$ cat src/rtl/score_display_pkg.sv
// score_display_pkg
//   Shared types and constants for the score/high-score display controller.
//   state_e     : PLAY / OVER game state (encoding matches state_o).
//   bcd_digit_t : one BCD nibble.
//   bcd4_t      : four packed BCD nibbles, [0] = ones.
//   BCD_MAX     : saturation value of the 4-digit score.
package score_display_pkg;

    typedef enum logic {
        PLAY = 1'b0,
        OVER = 1'b1
    } state_e;

    typedef logic [3:0] bcd_digit_t;
    typedef bcd_digit_t [3:0] bcd4_t;

    localparam bcd4_t BCD_MAX = 16'h9999;

endpackage

$ cat src/rtl/bcd4_sat_inc.sv
// bcd4_sat_inc
//   Combinational 4-digit BCD increment that saturates at 9999.
//   a       : input value (4 BCD nibbles, [0] = ones)
//   y       : a + 1 in BCD, or a unchanged when a is 9999
//   carry_o : 1 when a is 9999, i.e. the increment would overflow
module bcd4_sat_inc
    import score_display_pkg::*;
(
    input  bcd4_t a,
    output bcd4_t y,
    output logic  carry_o
);

    // c[k] = an increment reaches digit k (every lower digit was 9).
    logic [4:0] c;
    bcd4_t      sum;

    assign c[0] = 1'b1;

    for (genvar g = 0; g < 4; g++) begin : g_dig
        logic wrap;
        assign wrap     = c[g] && (a[g] == 4'd9);
        assign c[g+1]   = wrap;
        assign sum[g]   = !c[g] ? a[g] : (wrap ? 4'd0 : a[g] + 4'd1);
    end

    assign carry_o = c[4];
    assign y       = c[4] ? a : sum;

endmodule

$ cat src/rtl/score_display_ctrl.sv
// score_display_ctrl
//   Keeps a BCD score and high score, picks which one feeds the 4-digit
//   seven-segment driver, blanks leading zeros and blinks the final score
//   after game over.
//   clk_i, rst_ni        : clock, async active-low reset
//   game_rst_i           : pulse, clear score and return to PLAY
//   score_inc_i          : pulse, score + 1 (PLAY only, saturating)
//   game_over_i          : pulse, PLAY -> OVER and latch high score
//   show_high_i          : level, show high score while in PLAY
//   digitN_o / digitN_en_o : registered digit values and enables
//   score_o, high_o, state_o : the state registers themselves
module score_display_ctrl
    import score_display_pkg::*;
#(
    parameter int BLINK_CYCLES = 500
) (
    input  logic        clk_i,
    input  logic        rst_ni,
    input  logic        game_rst_i,
    input  logic        score_inc_i,
    input  logic        game_over_i,
    input  logic        show_high_i,
    output logic        digit0_en_o,
    output logic [3:0]  digit0_o,
    output logic        digit1_en_o,
    output logic [3:0]  digit1_o,
    output logic        digit2_en_o,
    output logic [3:0]  digit2_o,
    output logic        digit3_en_o,
    output logic [3:0]  digit3_o,
    output logic [15:0] score_o,
    output logic [15:0] high_o,
    output logic        state_o
);

    localparam int CNT_W = (BLINK_CYCLES > 2) ? $clog2(BLINK_CYCLES) : 1;
    localparam logic [CNT_W-1:0] CNT_LAST = CNT_W'(BLINK_CYCLES - 1);

    state_e           state;
    bcd4_t            score, high;
    logic [CNT_W-1:0] blink_cnt;
    logic             blink_on;

    bcd4_t            score_inc_val;
    logic             score_sat;
    bcd4_t            score_next;

    bcd4_t            src;
    logic [3:0]       en_nx;
    bcd4_t            digit_q;
    logic [3:0]       en_q;

    bcd4_sat_inc u_inc (
        .a       (score),
        .y       (score_inc_val),
        .carry_o (score_sat)
    );

    // Score as it would be after this cycle's increment, used both for the
    // score register and for the high-score compare on game over.
    assign score_next = (score_inc_i && !score_sat) ? score_inc_val : score;

    always_ff @(posedge clk_i or negedge rst_ni) begin
        if (!rst_ni) begin
            state     <= PLAY;
            score     <= '0;
            high      <= '0;
            blink_cnt <= '0;
            blink_on  <= 1'b1;
        end else if (game_rst_i) begin
            state     <= PLAY;
            score     <= '0;
            blink_cnt <= '0;
            blink_on  <= 1'b1;
        end else begin
            case (state)
                PLAY: begin
                    score     <= score_next;
                    blink_cnt <= '0;
                    blink_on  <= 1'b1;
                    if (game_over_i) begin
                        state <= OVER;
                        if (score_next > high) high <= score_next;
                    end
                end
                OVER: begin
                    if (blink_cnt == CNT_LAST) begin
                        blink_cnt <= '0;
                        blink_on  <= ~blink_on;
                    end else begin
                        blink_cnt <= blink_cnt + 1'b1;
                    end
                end
                default: state <= PLAY;
            endcase
        end
    end

    // Display source and leading-zero blanking: digit k lights when any
    // nibble at or above k is nonzero; the ones digit always lights.
    assign src = (state == PLAY && show_high_i) ? high : score;

    assign en_nx[0] = 1'b1;
    for (genvar k = 1; k < 4; k++) begin : g_blank
        assign en_nx[k] = |src[3:k];
    end

    always_ff @(posedge clk_i or negedge rst_ni) begin
        if (!rst_ni) begin
            digit_q <= '0;
            en_q    <= 4'b0001;
        end else begin
            digit_q <= src;
            en_q    <= (state == OVER && !blink_on) ? 4'b0000 : en_nx;
        end
    end

    assign digit0_o    = digit_q[0];
    assign digit1_o    = digit_q[1];
    assign digit2_o    = digit_q[2];
    assign digit3_o    = digit_q[3];
    assign digit0_en_o = en_q[0];
    assign digit1_en_o = en_q[1];
    assign digit2_en_o = en_q[2];
    assign digit3_en_o = en_q[3];

    assign score_o = score;
    assign high_o  = high;
    assign state_o = state;

endmodule

$ cat config.mk
export PLATFORM = sky130hd
export DESIGN_NAME = score_display_ctrl
export DESIGN_NICKNAME = d
export VERILOG_FILES = /design/src/rtl/score_display_pkg.sv /design/src/rtl/bcd4_sat_inc.sv /design/src/rtl/score_display_ctrl.sv
export SDC_FILE = /design/constraint.sdc
export NUM_CORES = 1
export LEC_CHECK = 0
export ABC_AREA = 1
export ABC_CLOCK_PERIOD_IN_PS = 4800
export CORE_MARGIN = 2
export CORE_UTILIZATION = 50
export DETAILED_ROUTE_END_ITERATION = 10
export GPL_TIMING_DRIVEN = 0
export PLACE_DENSITY = 0.76
export SYNTH_ARGS = -nofsm -noshare
export SYNTH_HDL_FRONTEND = slang
export SYNTH_SLANG_ARGS = --single-unit
$ cat constraint.sdc
create_clock -name clk_i -period 4.8 [get_ports clk_i]
set_clock_uncertainty 0.2 [all_clocks]
set_input_delay 0.72 -clock clk_i [delete_from_list [all_inputs] [get_ports clk_i]]
set_output_delay 0.72 -clock clk_i [all_outputs]
set_load 0.005 [all_outputs]
==> out/metrics.cfg <==
[critical_path]
cp-end-kind = flop
worstReg2RegStart = score_o[1]$_DFFE_PN0P_
reg2reg_setup_slack_ns = 1.19
crit_path_start_kind = flop
path_class = reg2reg
critPathMaxFanout = 10
crit_arrival_ns = 3.70
r2r_end = high_o[1]$_DFFE_PN0P_
required_ns = 4.89
reg2reg_depth = 19

[die]
die_area_mm2 = 0.00793
pin_count = 59
core.rowCount = 31
start_util = 0.507
die_height_um = 89.1
core-area_mm2 = 0.00714
dieWidth_um = 89.1

[clocking]
worstSkewPairLatency_ns = 0.35
cts_sinks = 63
cts_repair_resize_count = 0
cts-root-buf = clkbuf_8
post_cts_buffers = 0
clk_pin_slew_ns = 0.07
cts_tree = done
clockBufferDepth = 2
cts_buffers = 9
htreeDepth = 3
ctsHoldBuffers = 0

[synth]
yosysUniqueCellTypes = 37
async_flop_share = 1.00
ys_warn_count = 0
synth_fp_nets = 498
synth-edff-count = 0
yosysTopAreaCell = dfrtp_1
synth_area_per_cell_um2 = 7.75
synth_seq_cells = 63
synthTopCellsByArea = dfrtp_1 42%, nand2_1 16%, ha_1 8.6%, inv_1 5.9%, nor2_1 4.0%
synth-main-ff-cell = dfrtp_1
netlist_instances = 467
synth_top_area_frac = 0.422
synth_area_mm2 = 0.00362
ys_seq_area_frac = 0.437

[detailed_routing]
postRouteWirelength_um = 8850
avgRoutedWirePerCell_um = 13.8
route.detailed.drc = 0
antenna_left = 0
firstDrtPassIters = 4
vias_per_cell = 5.03
dr.first_iter.drc_count = 228
num_vias = 3221

[sta]
hold_ws_ns = 0.178
fin_setup_tns_ns = 0
worstMarginPinSlew_ns = 0.618
fmax_ghz = 0.277
finalCritPeriodShare = 0.752
hold_viol = 0
rsz0062_at_grt = false
setup_violations = 0
drv_slew = 0
min_period_ns = 3.61
slew_headroom = 0.588

[final_layout]
nNetsFinal = 567
antenna_cells = 0
n_fill_cell = 648
syn2layout_area_growth_pct = 25.4
multi_input_area_mm2 = 0.00173
fin_cells = 640
final_layout_size_suffix_gt1_frac = 0.0998
regArea_mm2 = 0.00158

[power]
ir_drop_v = 0.000252
pwr-share-clk = 0.319
p_leak_nw = 2.27
seq_power_share = 0.414
swShare = 0.306
power.density_mw_per_mm2 = 340
comb_power_share = 0.268
switchingPower_w = 0.000472
p_int_w = 0.00107

[grt]
grt_use_total = 0.241
grt_pass1_wl_um = 14300
antenna_found_initial = 0
grt-ovfl-total = 0
grt_max_degree = 40
grt_pass1_vias = 2980

[placement]
placed_cells = 624
port_buffers = 57
place.gp.congestion = 0.874
hpwlAfterDp_um = 6420

[run]
drv_cap = 0

[hold_path]
hold_class = in2async

[status]
status = finished, final reports clean

sequential cells by signal, indices dropped and copies added (netlist names):
register and count:
high_o 16, digit0_o 4, blink_cnt 9, state_o 1, digit2_o 4, digit1_o 4
blink_on 1, score_o 16, en_q 4, digit3_o 4
synth_stat cells (2+ instances only):
cell type  instances
nand2_1          156
dfrtp_1           61
inv_1             57
nor2_1            39
ha_1              25
o21ai_0           19
nand3_1           17
a21oi_1           15
o21ai_1           13
inv_2             11
nand4_1            5
buf_2              4
clkbuf_1           3
nand3_4            3
nor2_2             3
nor3_1             3
o21ai_2            3
xnor2_1            3
xor2_1             3
a21oi_2            2
dfstp_2            2
nand2_2            2
nor2_4             2
nor3b_1            2
o22ai_1            2
cell families (layout without fill, tap and decap cells):
| logic type | after synthesis | count (layout) | synth area share |
|---|---|---|---|
| AND/OR/NAND/NOR | 238 | 238 | 0.289 |
| buffers and inverters | 77 | 151 | 0.0844 |
| flip-flops | 63 | 63 | 0.437 |
| AO/OA/AOI/OAI | 58 | 58 | 0.0889 |
| adder cells (fa/ha/maj) | 25 | 25 | 0.0865 |
| XOR/XNOR | 6 | 6 | 0.0145 |
metal layers:
metal	global-route usage	up-vias	part of all wire
li1	-	1602	-
met1	0.322	1501	0.44
met2	0.387	97	0.48
met3	0.0416	21	0.052
met4	0.106	0	0.027
met5	0	-	0
worst max-delay path by stage:
stage	startpoint	endpoint	slack (ns)	cells past startpoint
5_1_grt	score_o[1]$_DFFE_PN0P_	high_o[6]$_DFFE_PN0P_	0.81	19
6_report	score_o[1]$_DFFE_PN0P_	high_o[1]$_DFFE_PN0P_	1.19	19
3_5_place_dp	score_o[1]$_DFFE_PN0P_	high_o[7]$_DFFE_PN0P_	1.27	19
3_3_place_gp	rst_ni	digit0_o[1]$_DFF_PN0_	0.78	1
2_1_floorplan	score_o[1]$_DFFE_PN0P_	high_o[0]$_DFFE_PN0P_	1.91	20
4_1_cts	score_o[1]$_DFFE_PN0P_	high_o[5]$_DFFE_PN0P_	1.23	17
layout make-up:
class                      instances  share of cell area
buffer                             9              0.0110
clock inverter                     2             0.00827
clock buffer                      14              0.0381
multi-input combinational        327               0.382
tap                               99              0.0273
inverter                          68              0.0563
sequential                        63               0.348
timing repair buffer              58               0.129
worst max-delay path: stages, from the launching register on:
cell	delay, ns
dfrtp_1	0.47
inv_1	0.11
ha_1	0.23
nand3_4	0.17
nor2_8	0.18
nand3_1	0.16
nand2_1	0.09
inv_1	0.04
nor2_1	0.17
nor2_4	0.07
ha_1	0.32
nand4_1	0.13
nor2_1	0.19
nand2_1	0.07
o21ai_1	0.23
inv_1	0.07
nand2_1	0.24
buf_4	0.25
nand2_1	0.07
nand2_1	0.07
layout by cell type, fill, tap and decap left out, types with 5 or more instances in the layout:
| cell type | Yosys | routed |
|---|---|---|
| a21oi_1 | 15 | 15 |
| buf_2 | 4 | 5 |
| clkbuf_1 | 3 | 5 |
| clkbuf_8 | 0 | 12 |
| clkdlybuf4s50_1 | 0 | 56 |
| dfrtp_1 | 61 | 61 |
| ha_1 | 25 | 25 |
| inv_1 | 57 | 57 |
| inv_2 | 11 | 11 |
| nand2_1 | 156 | 156 |
| nand3_1 | 17 | 17 |
| nand4_1 | 5 | 5 |
| nor2_1 | 39 | 39 |
| o21ai_0 | 19 | 19 |
| o21ai_1 | 13 | 13 |
through the flow:
stage | util | setup slack (ns) | instance area, um2 | power [W]
6_report | 0.636 | 1.19 | 4540 | 0.00154
5_1_grt | 0.636 | 0.811 | 4540 | 0.00162
2_1_floorplan | - | 1.91 | 3620 | 0.000853
4_1_cts | 0.636 | 1.23 | 4540 | 0.00155
3_3_place_gp | 0.604 | 0.784 | 4310 | 0.00104
3_5_place_dp | 0.606 | 1.27 | 4330 | 0.00105
power by group through the flow:
stage / logic (W) / registers [W] / clock network [W]
CTS: 0.000413 / 0.000638 / 0.000494
detailed placement: 0.000407 / 0.000647 / 0
global route: 0.000462 / 0.000647 / 0.000517
global placement: 0.000394 / 0.000645 / 0
finish: 0.000413 / 0.000638 / 0.000492
floorplan: 0.000206 / 0.000647 / 0
Power figures use the tool's default switching activity.
